File: config.mk
export PLATFORM = sky130hd
export DESIGN_NAME = fm_addr_ctrl
export DESIGN_NICKNAME = d
export VERILOG_FILES = /design/src/rtl/fm_addr_ctrl.sv
export SDC_FILE = /design/constraint.sdc
export NUM_CORES = 1
export LEC_CHECK = 0
export ABC_AREA = 1
export BUFFER_PORTS_ARGS = -buffer_cell sky130_fd_sc_hd__buf_4
export CORE_ASPECT_RATIO = 0.75
export CORE_MARGIN = 2
export CORE_UTILIZATION = 39
export CTS_CLUSTER_DIAMETER = 120
export DETAILED_ROUTE_END_ITERATION = 8
export GPL_ROUTABILITY_DRIVEN = 0
export HOLD_SLACK_MARGIN = 0.12
export SETUP_SLACK_MARGIN = 0.15
export SYNTH_ARGS = -nofsm -noshare
export SYNTH_HDL_FRONTEND = slang
export SYNTH_SLANG_ARGS = --single-unit
File: constraint.sdc
create_clock -name calc_clk -period 9.53 [get_ports calc_clk]
set_input_delay 0.953 -clock calc_clk [delete_from_list [all_inputs] [get_ports calc_clk]]
set_output_delay 0.953 -clock calc_clk [all_outputs]
set_load 0.005 [all_outputs]
File: src/rtl/fm_addr_ctrl.sv
// Address and sequencing controller for the feature-map DRM.
// Runs LOAD (DDR->FM), CONV (3x3 window reads + result writes) and STORE (FM->DDR) phases.
module fm_addr_ctrl #(
  parameter int unsigned ADDR_WIDTH = 13,
  parameter int unsigned DIM_WIDTH  = 9,
  parameter int unsigned KSIZE      = 3
) (
  input  logic                  calc_clk,
  input  logic                  rstn,
  input  logic [2:0]            current_state,
  input  logic [ADDR_WIDTH-1:0] cfg_in_base,
  input  logic [ADDR_WIDTH-1:0] cfg_out_base,
  input  logic [DIM_WIDTH-1:0]  cfg_in_w,
  input  logic [DIM_WIDTH-1:0]  cfg_in_h,
  input  logic [ADDR_WIDTH-1:0] cfg_load_len,
  input  logic [ADDR_WIDTH-1:0] cfg_store_len,
  input  logic                  ddr_wr_valid,
  input  logic                  conv_wr_valid,
  input  logic                  rd_stall,
  output logic [ADDR_WIDTH-1:0] wr_addr,
  output logic [ADDR_WIDTH-1:0] rd_addr,
  output logic                  rd_valid,
  output logic                  rd_data_valid,
  output logic                  fm_DDR_wr,
  output logic                  state_rst
);

  localparam int unsigned CntWidth = 2 * DIM_WIDTH;
  localparam logic [ADDR_WIDTH-1:0] AOne  = ADDR_WIDTH'(1);
  localparam logic [ADDR_WIDTH-1:0] AK    = ADDR_WIDTH'(KSIZE);
  localparam logic [ADDR_WIDTH-1:0] AKm1  = ADDR_WIDTH'(KSIZE - 1);
  localparam logic [DIM_WIDTH-1:0]  DOne  = DIM_WIDTH'(1);
  localparam logic [DIM_WIDTH-1:0]  DK    = DIM_WIDTH'(KSIZE);
  localparam logic [DIM_WIDTH-1:0]  DKm1  = DIM_WIDTH'(KSIZE - 1);
  localparam logic [CntWidth-1:0]   COne  = CntWidth'(1);

  typedef enum logic [1:0] {PhIdle, PhLoad, PhConv, PhStore} phase_e;

  phase_e phase;
  logic   entry;

  logic [2:0]            prev_state_q;
  logic [ADDR_WIDTH-1:0] wr_addr_q, wr_addr_d, rd_addr_q, rd_addr_d;
  logic [ADDR_WIDTH-1:0] win_base_q, win_base_d, off_q, off_d;
  logic [ADDR_WIDTH-1:0] out_base_q, out_base_d, len_q, len_d, cnt_q, cnt_d;
  logic [DIM_WIDTH-1:0]  in_w_q, in_w_d, in_h_q, in_h_d;
  logic [DIM_WIDTH-1:0]  kx_q, kx_d, ky_q, ky_d, ox_q, ox_d, oy_q, oy_d;
  logic [CntWidth-1:0]   win_cnt_q, win_cnt_d, wr_cnt_q, wr_cnt_d;
  logic all_issued_q, all_issued_d, done_q, done_d, store_last_q, store_last_d;
  logic rd_valid_q, rd_valid_d, rd_data_valid_q, fm_ddr_wr_q, fm_ddr_wr_d;
  logic state_rst_q, state_rst_d;

  always_comb begin
    case (current_state)
      3'd1:    phase = PhLoad;
      3'd2:    phase = PhConv;
      3'd3:    phase = PhStore;
      default: phase = PhIdle;
    endcase
  end

  assign entry = (current_state != prev_state_q);

  always_comb begin
    wr_addr_d    = wr_addr_q;
    rd_addr_d    = rd_addr_q;
    win_base_d   = win_base_q;
    off_d        = off_q;
    out_base_d   = out_base_q;
    len_d        = len_q;
    cnt_d        = cnt_q;
    in_w_d       = in_w_q;
    in_h_d       = in_h_q;
    kx_d         = kx_q;
    ky_d         = ky_q;
    ox_d         = ox_q;
    oy_d         = oy_q;
    win_cnt_d    = win_cnt_q;
    wr_cnt_d     = wr_cnt_q;
    all_issued_d = all_issued_q;
    done_d       = done_q;
    store_last_d = 1'b0;
    rd_valid_d   = 1'b0;
    fm_ddr_wr_d  = 1'b0;
    state_rst_d  = 1'b0;

    if (entry) begin
      // Any change of phase restarts from the current configuration; a pending pulse is dropped.
      win_base_d   = cfg_in_base;
      off_d        = '0;
      out_base_d   = cfg_out_base;
      len_d        = (phase == PhStore) ? cfg_store_len : cfg_load_len;
      cnt_d        = '0;
      in_w_d       = cfg_in_w;
      in_h_d       = cfg_in_h;
      kx_d         = '0;
      ky_d         = '0;
      ox_d         = '0;
      oy_d         = '0;
      win_cnt_d    = '0;
      wr_cnt_d     = '0;
      all_issued_d = 1'b0;
      done_d       = 1'b0;
      if (phase == PhLoad) begin
        wr_addr_d   = cfg_in_base;
        fm_ddr_wr_d = 1'b1;
      end else if (phase == PhConv) begin
        wr_addr_d = cfg_out_base;
      end
    end else begin
      unique case (phase)
        PhLoad: begin
          fm_ddr_wr_d = 1'b1;
          if (ddr_wr_valid && !done_q) begin
            wr_addr_d = wr_addr_q + AOne;
            cnt_d     = cnt_q + AOne;
            if (cnt_q == len_q - AOne) begin
              done_d      = 1'b1;
              state_rst_d = 1'b1;
            end
          end
        end
        PhConv: begin
          if (!rd_stall && !all_issued_q) begin
            rd_addr_d  = win_base_q + off_q;
            rd_valid_d = 1'b1;
            if (kx_q != DKm1) begin
              kx_d  = kx_q + DOne;
              off_d = off_q + AOne;
            end else if (ky_q != DKm1) begin
              kx_d  = '0;
              ky_d  = ky_q + DOne;
              off_d = off_q + ADDR_WIDTH'(in_w_q) - AKm1;
            end else begin
              kx_d      = '0;
              ky_d      = '0;
              off_d     = '0;
              win_cnt_d = win_cnt_q + COne;
              if (ox_q != in_w_q - DK) begin
                ox_d       = ox_q + DOne;
                win_base_d = win_base_q + AOne;
              end else begin
                // Last column of a row: step from (row, in_w-K) to (row+1, 0).
                ox_d       = '0;
                win_base_d = win_base_q + AK;
                if (oy_q == in_h_q - DK) all_issued_d = 1'b1;
                else                     oy_d = oy_q + DOne;
              end
            end
          end
          if (conv_wr_valid && !done_q) begin
            wr_addr_d = wr_addr_q + AOne;
            wr_cnt_d  = wr_cnt_q + COne;
          end
          if (!done_q && all_issued_d && (wr_cnt_d == win_cnt_d)) begin
            done_d      = 1'b1;
            state_rst_d = 1'b1;
          end
        end
        PhStore: begin
          if (!rd_stall && !done_q) begin
            rd_addr_d  = out_base_q + cnt_q;
            rd_valid_d = 1'b1;
            cnt_d      = cnt_q + AOne;
            if (cnt_q == len_q - AOne) begin
              done_d       = 1'b1;
              store_last_d = 1'b1;
            end
          end
          // Pulse in the cycle after the last read is presented.
          state_rst_d = store_last_q;
        end
        default: ;
      endcase
    end
  end

  always_ff @(posedge calc_clk or negedge rstn) begin
    if (!rstn) begin
      prev_state_q    <= '0;
      wr_addr_q       <= '0;
      rd_addr_q       <= '0;
      win_base_q      <= '0;
      off_q           <= '0;
      out_base_q      <= '0;
      len_q           <= '0;
      cnt_q           <= '0;
      in_w_q          <= '0;
      in_h_q          <= '0;
      kx_q            <= '0;
      ky_q            <= '0;
      ox_q            <= '0;
      oy_q            <= '0;
      win_cnt_q       <= '0;
      wr_cnt_q        <= '0;
      all_issued_q    <= 1'b0;
      done_q          <= 1'b0;
      store_last_q    <= 1'b0;
      rd_valid_q      <= 1'b0;
      rd_data_valid_q <= 1'b0;
      fm_ddr_wr_q     <= 1'b0;
      state_rst_q     <= 1'b0;
    end else begin
      prev_state_q    <= current_state;
      wr_addr_q       <= wr_addr_d;
      rd_addr_q       <= rd_addr_d;
      win_base_q      <= win_base_d;
      off_q           <= off_d;
      out_base_q      <= out_base_d;
      len_q           <= len_d;
      cnt_q           <= cnt_d;
      in_w_q          <= in_w_d;
      in_h_q          <= in_h_d;
      kx_q            <= kx_d;
      ky_q            <= ky_d;
      ox_q            <= ox_d;
      oy_q            <= oy_d;
      win_cnt_q       <= win_cnt_d;
      wr_cnt_q        <= wr_cnt_d;
      all_issued_q    <= all_issued_d;
      done_q          <= done_d;
      store_last_q    <= store_last_d;
      rd_valid_q      <= rd_valid_d;
      rd_data_valid_q <= rd_valid_q;
      fm_ddr_wr_q     <= fm_ddr_wr_d;
      state_rst_q     <= state_rst_d;
    end
  end

  assign wr_addr       = wr_addr_q;
  assign rd_addr       = rd_addr_q;
  assign rd_valid      = rd_valid_q;
  assign rd_data_valid = rd_data_valid_q;
  assign fm_DDR_wr     = fm_ddr_wr_q;
  assign state_rst     = state_rst_q;

endmodule

### Word level (Yosys, flattened, before mapping)

Index checks and enable logic that the tools add are counted.

* output and inout bits: 30
* bits of input ports: 78
* bits in registers: 191

* eq/ne operators: 23
* reduce and logical (&&, ||, !) cells: 23
* muxes and demuxes: 88
* bitwise operators: 1
* add/sub/neg operators: 18

Operators with widths (count)
* $mux 13: 22
* $mux 18: 12
* $mux 9: 22
* $pmux 13 s2: 3
* $add 13x1->13 const B: 4
* $add 18x1->18 const B: 2
* $add 9x1->9 const B: 4
* $add 13x13->13: 2
* $mux 1: 25
* $eq 18x18->1: 1
* $ne 9x2->1 const B: 2
* $sub 9x2->9 const B: 2
* $add 13x2->13 const B: 1
* $add 13x9->13: 1
* $eq 13x13->1: 1
* $sub 13x1->13 const B: 1
* $sub 13x2->13 const B: 1
* $ne 3x2->1 const B: 4
* $reduce_and 4->1: 3
* $eq 9x9->1: 1
* $ne 9x9->1: 1
* $reduce_and 3->1: 3
* $ne 2x2->1 const B: 4
* $reduce_bool 2->1: 4
* 16 further kinds: 27

### Longest topological paths before layout

* depth in word-level cells: 14
* mapped depth: 22
* depth with buffers taken out: 22

### Worst setup path after synthesis

No wires, ideal clock.

* kind: reg-to-reg
* from: register in_w_q[0]
* to: register win_base_q[12]
* stages on the path, launching flop included: 23
* period minus slack after synthesis: 3.259 ns
* buffers on the path: 0
* setup slack: 6.271 ns
* required time: 9.402 ns
* arrival time: 3.132 ns
* path through: dfrtp_1 ha_1 inv_1 nand3_1 inv_1 nand2_1 nand2_1 nand2_1 nand2_1 nand4_1 nor2_2 inv_1 fa_1 or2_2 nor2_1 nand2_1 nor3_1 nand4_1 nor2_1 nand2_1 xnor2_1 mux2i_1 o21ai_0

* word-level cells in the longest chain between the ends: 8

RTL lines
* start: declaration: RTL line 46 `logic [DIM_WIDTH-1:0] in_w_q, in_w_d, in_h_q, in_h_d;`
* start signal: assignment: RTL line 212 `in_w_q <= in_w_d;`
* $sub 9x2->9: RTL line 139 `if (ox_q != in_w_q - DK) begin`
* $ne 9x9->1: RTL line 139
* $mux 13: RTL line 139
* $mux 13: RTL line 130 `end else if (ky_q != DKm1) begin`
* $mux 13: RTL line 127 `if (kx_q != DKm1) begin`
* $mux 13: RTL line 124 `if (!rd_stall && !all_issued_q) begin`
* $mux 13: RTL line 111 `unique case (phase)`
* $mux 13: RTL line 87 `if (entry) begin`
* end signal: assignment: RTL line 207 `win_base_q <= win_base_d;`
* end: declaration: RTL line 44 `logic [ADDR_WIDTH-1:0] win_base_q, win_base_d, off_q, off_d;`

No other way between the ends. The select of a mux whose other input is x is not followed.
A chain may end at the register's enable or synchronous reset.

### Worst setup path after layout

Same ends and word-level chain as after synthesis.

==> results.sh <==
export IMPL_slowest_delay_ns=0.47
export IMPL_drtAntennaViolNets=0
export IMPL_worst_ep_arrival_time_ns=4.35
export IMPL_critPathMaxFanout=5
export IMPL_wl_um=38800
export IMPL_synth_nets=2030
export IMPL_drive_gt1_frac=0.0984
export IMPL_ys_seq_area_frac=0.358
export IMPL_rows=58
export IMPL_r2r_setup_slack_ns=5.54
export IMPL_path_common_cell="nand2_1"
export IMPL_cts_setup_buffers=0
export IMPL_slew_viol_final=0
export IMPL_synth_area_per_cell_um2=7.08
export IMPL_tightest_slew_ns=0.951
export IMPL_leakage_uw=0.00729
export IMPL_hold_path_startpoint="rd_valid"
export IMPL_clk_pin_slew_ns=0.07
export IMPL_drt_iter0_markers=1371
export IMPL_hold_viol=0
export IMPL_maxSlewHeadroom=0.366
export IMPL_vias=12700
export IMPL_start_util=0.397
export IMPL_syn_cell_area_um2=13300
export IMPL_h_tree_depth=4
export IMPL_critPathKind="register to register"
export IMPL_grt_pass1_wl_um=62200
export IMPL_holdPathStages=0
export IMPL_ys_flop_type="dfrtp_1"
export IMPL_setup_viol=0
export IMPL_r2r_end="win_base_q[12]"
export IMPL_io_buffers=107
export IMPL_cts_hold_buf=0
export IMPL_outcome="finished, final reports clean"
export IMPL_postCtsResizedCells=0
export IMPL_crit_chain="ha_1 -> inv_1 -> nand3_1 -> inv_1 -> nand2_1 -> nand2_1 -> nand2_1 -> nand2_1 -> nand4_1 -> nor2_2 -> inv_1 -> fa_1 -> or2_2 -> nor2_1 -> nand2_1 -> nor3_1 -> nand4_1 -> nor2_1 -> nand2_1 -> xnor2_1 -> mux2i_1 -> o21ai_0"
export IMPL_coreArea_um2=33600
export IMPL_worst_slack_ns=5.54
export IMPL_max_vdd_ir_drop_v=0.000117
export IMPL_grt_max_degree=73
export IMPL_min_period_ns=3.99
export IMPL_ys_ff_latch=191
export IMPL_die_height_um=164
export IMPL_final_cell_area_um2=15200
export IMPL_rr_worst_depth=22
export IMPL_drc=0
export IMPL_fill_cells=3381
export IMPL_final_cell_mix="485 x nand2_1, 245 x inv_1, 191 x dfrtp_1"
export IMPL_clk_latency_ns=0.45
export IMPL_period_share=0.418
export IMPL_crit_start="in_w_q[0]"
export IMPL_clock_fmax_ghz=0.251
export IMPL_drv_cap=0
export IMPL_grt_antenna_before_repair=1
export IMPL_cts_made_buffers=17
export IMPL_hold_ws_ns=0.381
export IMPL_pwr_density_cell_nw_per_um2=147
export IMPL_dieWidth_um=218
export IMPL_critPathSlowestCell="dfrtp_1"
export IMPL_post_dp_cell_area_um2=14600
export IMPL_synth_edf_count=0
export IMPL_synthArstFlopShare=1.00
export IMPL_end_kind="register"
export IMPL_yosysUniqueCellTypes=53
export IMPL_postSynthCellCount=1883
export IMPL_reg_largest_list="win_cnt_q: 18 flops, wr_cnt_q: 18 flops"
export IMPL_clockRootBuffer="clkbuf_16"
export IMPL_dp_slack_ns=5.42
export IMPL_ys_warn_count=0
export IMPL_area_growth_syn_to_layout_pct=13.8
export IMPL_grt_usage=0.221
export IMPL_tritoncts="yes"
export IMPL_fin_nets=2118
export IMPL_start_kind="register"
export IMPL_avgRoutedWirePerCell_um=16.0
export IMPL_die_area_um2=35700
export IMPL_rsz0062_at_grt="false"
export IMPL_cts_max_path_buffers=2
export IMPL_dr_pass1_iters=5
export IMPL_clock_sinks=191
export IMPL_routed_via_density=5.21
export IMPL_grt_ovfl_total=0
export IMPL_pin_count=108
export IMPL_layout_commonest_cell="nand2_1"
export IMPL_required_ns=9.89
export IMPL_r2r_start="in_w_q[0]"
export IMPL_clock_skew_ns=0.0116
export IMPL_grt_pass1_vias=11500
export IMPL_setup_tns_ns=0
export IMPL_hold_path_endpoint="rd_data_valid"
export IMPL_hold_class="register to register"
export IMPL_hpwl_um=29100
[metrics by stage]
step / total power, uW / instances / utilization
2_1_floorplan: 1280 / 1883 / -
3_3_place_gp: 1500 / 2402 / 0.434
3_5_place_dp: 1500 / 2402 / 0.434
4_1_cts: 2240 / 2432 / 0.452
5_1_grt: 2360 / 2432 / 0.452
6_report: 2230 / 2433 / 0.452
[cell usage after synthesis (5+ instances only)]
cell type  instances  share of area
nor3b_1            5         0.0028
o31ai_1            5         0.0028
nor2_2            14         0.0066
nand2_1          486           0.14
inv_2              7         0.0020
nand4_1           28          0.013
a211oi_1           7         0.0039
o32ai_1            5         0.0033
ha_1              65          0.061
dfrtp_1          191           0.36
nor4_1             6         0.0028
o22ai_1           31          0.015
buf_2              8         0.0030
o21ai_0          143          0.054
xnor2_1           24          0.016
or2_2              6         0.0028
clkbuf_1          32         0.0090
a31oi_1           25          0.012
o21a_1             7         0.0039
xor2_1            59          0.039
nor2_4             8         0.0068
o211ai_1           8         0.0045
nor2_1           184          0.052
inv_1            246          0.069
nand3_1          123          0.046
buf_1              5         0.0014
nor3_1            25         0.0094
a21oi_1           83          0.031
[cell families (layout without fill, tap and decap cells)]
kind of cell,count (synthesis),in the layout,share of synthesized area
and+or+nand+nor,904,904,0.292
AOI/OAI and AO/OA,329,329,0.138
buffers and inverters,304,403,0.0868
DFF,191,191,0.358
xor gates and xnor gates,84,84,0.0562
adders and majority gates,69,69,0.0670
muxes,2,2,0.00159
other,0,1,0
[how the worst max path moves through the flow]
| stage | endpoint | slack (ns) | depth (start not counted) |
|---|---|---|---|
| floorplan | win_base_q[12] | 6.27 | 22 |
| global placement | wr_addr[8] | 5.45 | 11 |
| detailed placement | wr_addr[8] | 5.42 | 11 |
| CTS | win_base_q[12] | 5.58 | 22 |
| global route | win_base_q[12] | 5.15 | 22 |
| finish | win_base_q[12] | 5.54 | 22 |
[cell type report]
type	instances	area, um^2	area share
Multi-Input combinational cell	1388	7410	0.488
Sequential cell	191	4780	0.315
Inverter	259	978	0.0645
Timing Repair Buffer	114	862	0.0568
Tap cell	450	563	0.0371
Clock buffer	21	470	0.0310
Clock inverter	9	111	0.00734
Antenna cell	1	2.50	0.000165
[power by group]
group	total [uW]	switching, uW	internal, uW
Clock	739	334	405
Sequential	977	90.0	887
Combinational	518	307	211
Total	2230	730	1500
[layer usage]
| layer | routed length [um] | share of wire | GRT usage |
|---|---|---|---|
| met5 | 0 | 0 | 0 |
| met4 | 268 | 0.0069 | 0.0355 |
| met3 | 2920 | 0.075 | 0.0430 |
| met2 | 14800 | 0.38 | 0.294 |
| met1 | 20800 | 0.54 | 0.361 |
[critical path, delay by kind of cell (launching register included)]
kind	cells	cell delay [ns]
AND/OR/NAND/NOR	14	2.11
adder cells (fa/ha/maj)	2	0.65
flip-flops	1	0.47
buffers and inverters	3	0.29
AO/OA/AOI/OAI	1	0.17
XOR/XNOR	1	0.14
multiplexers	1	0.08
No activity file was read; power rests on OpenSTA's default activity.
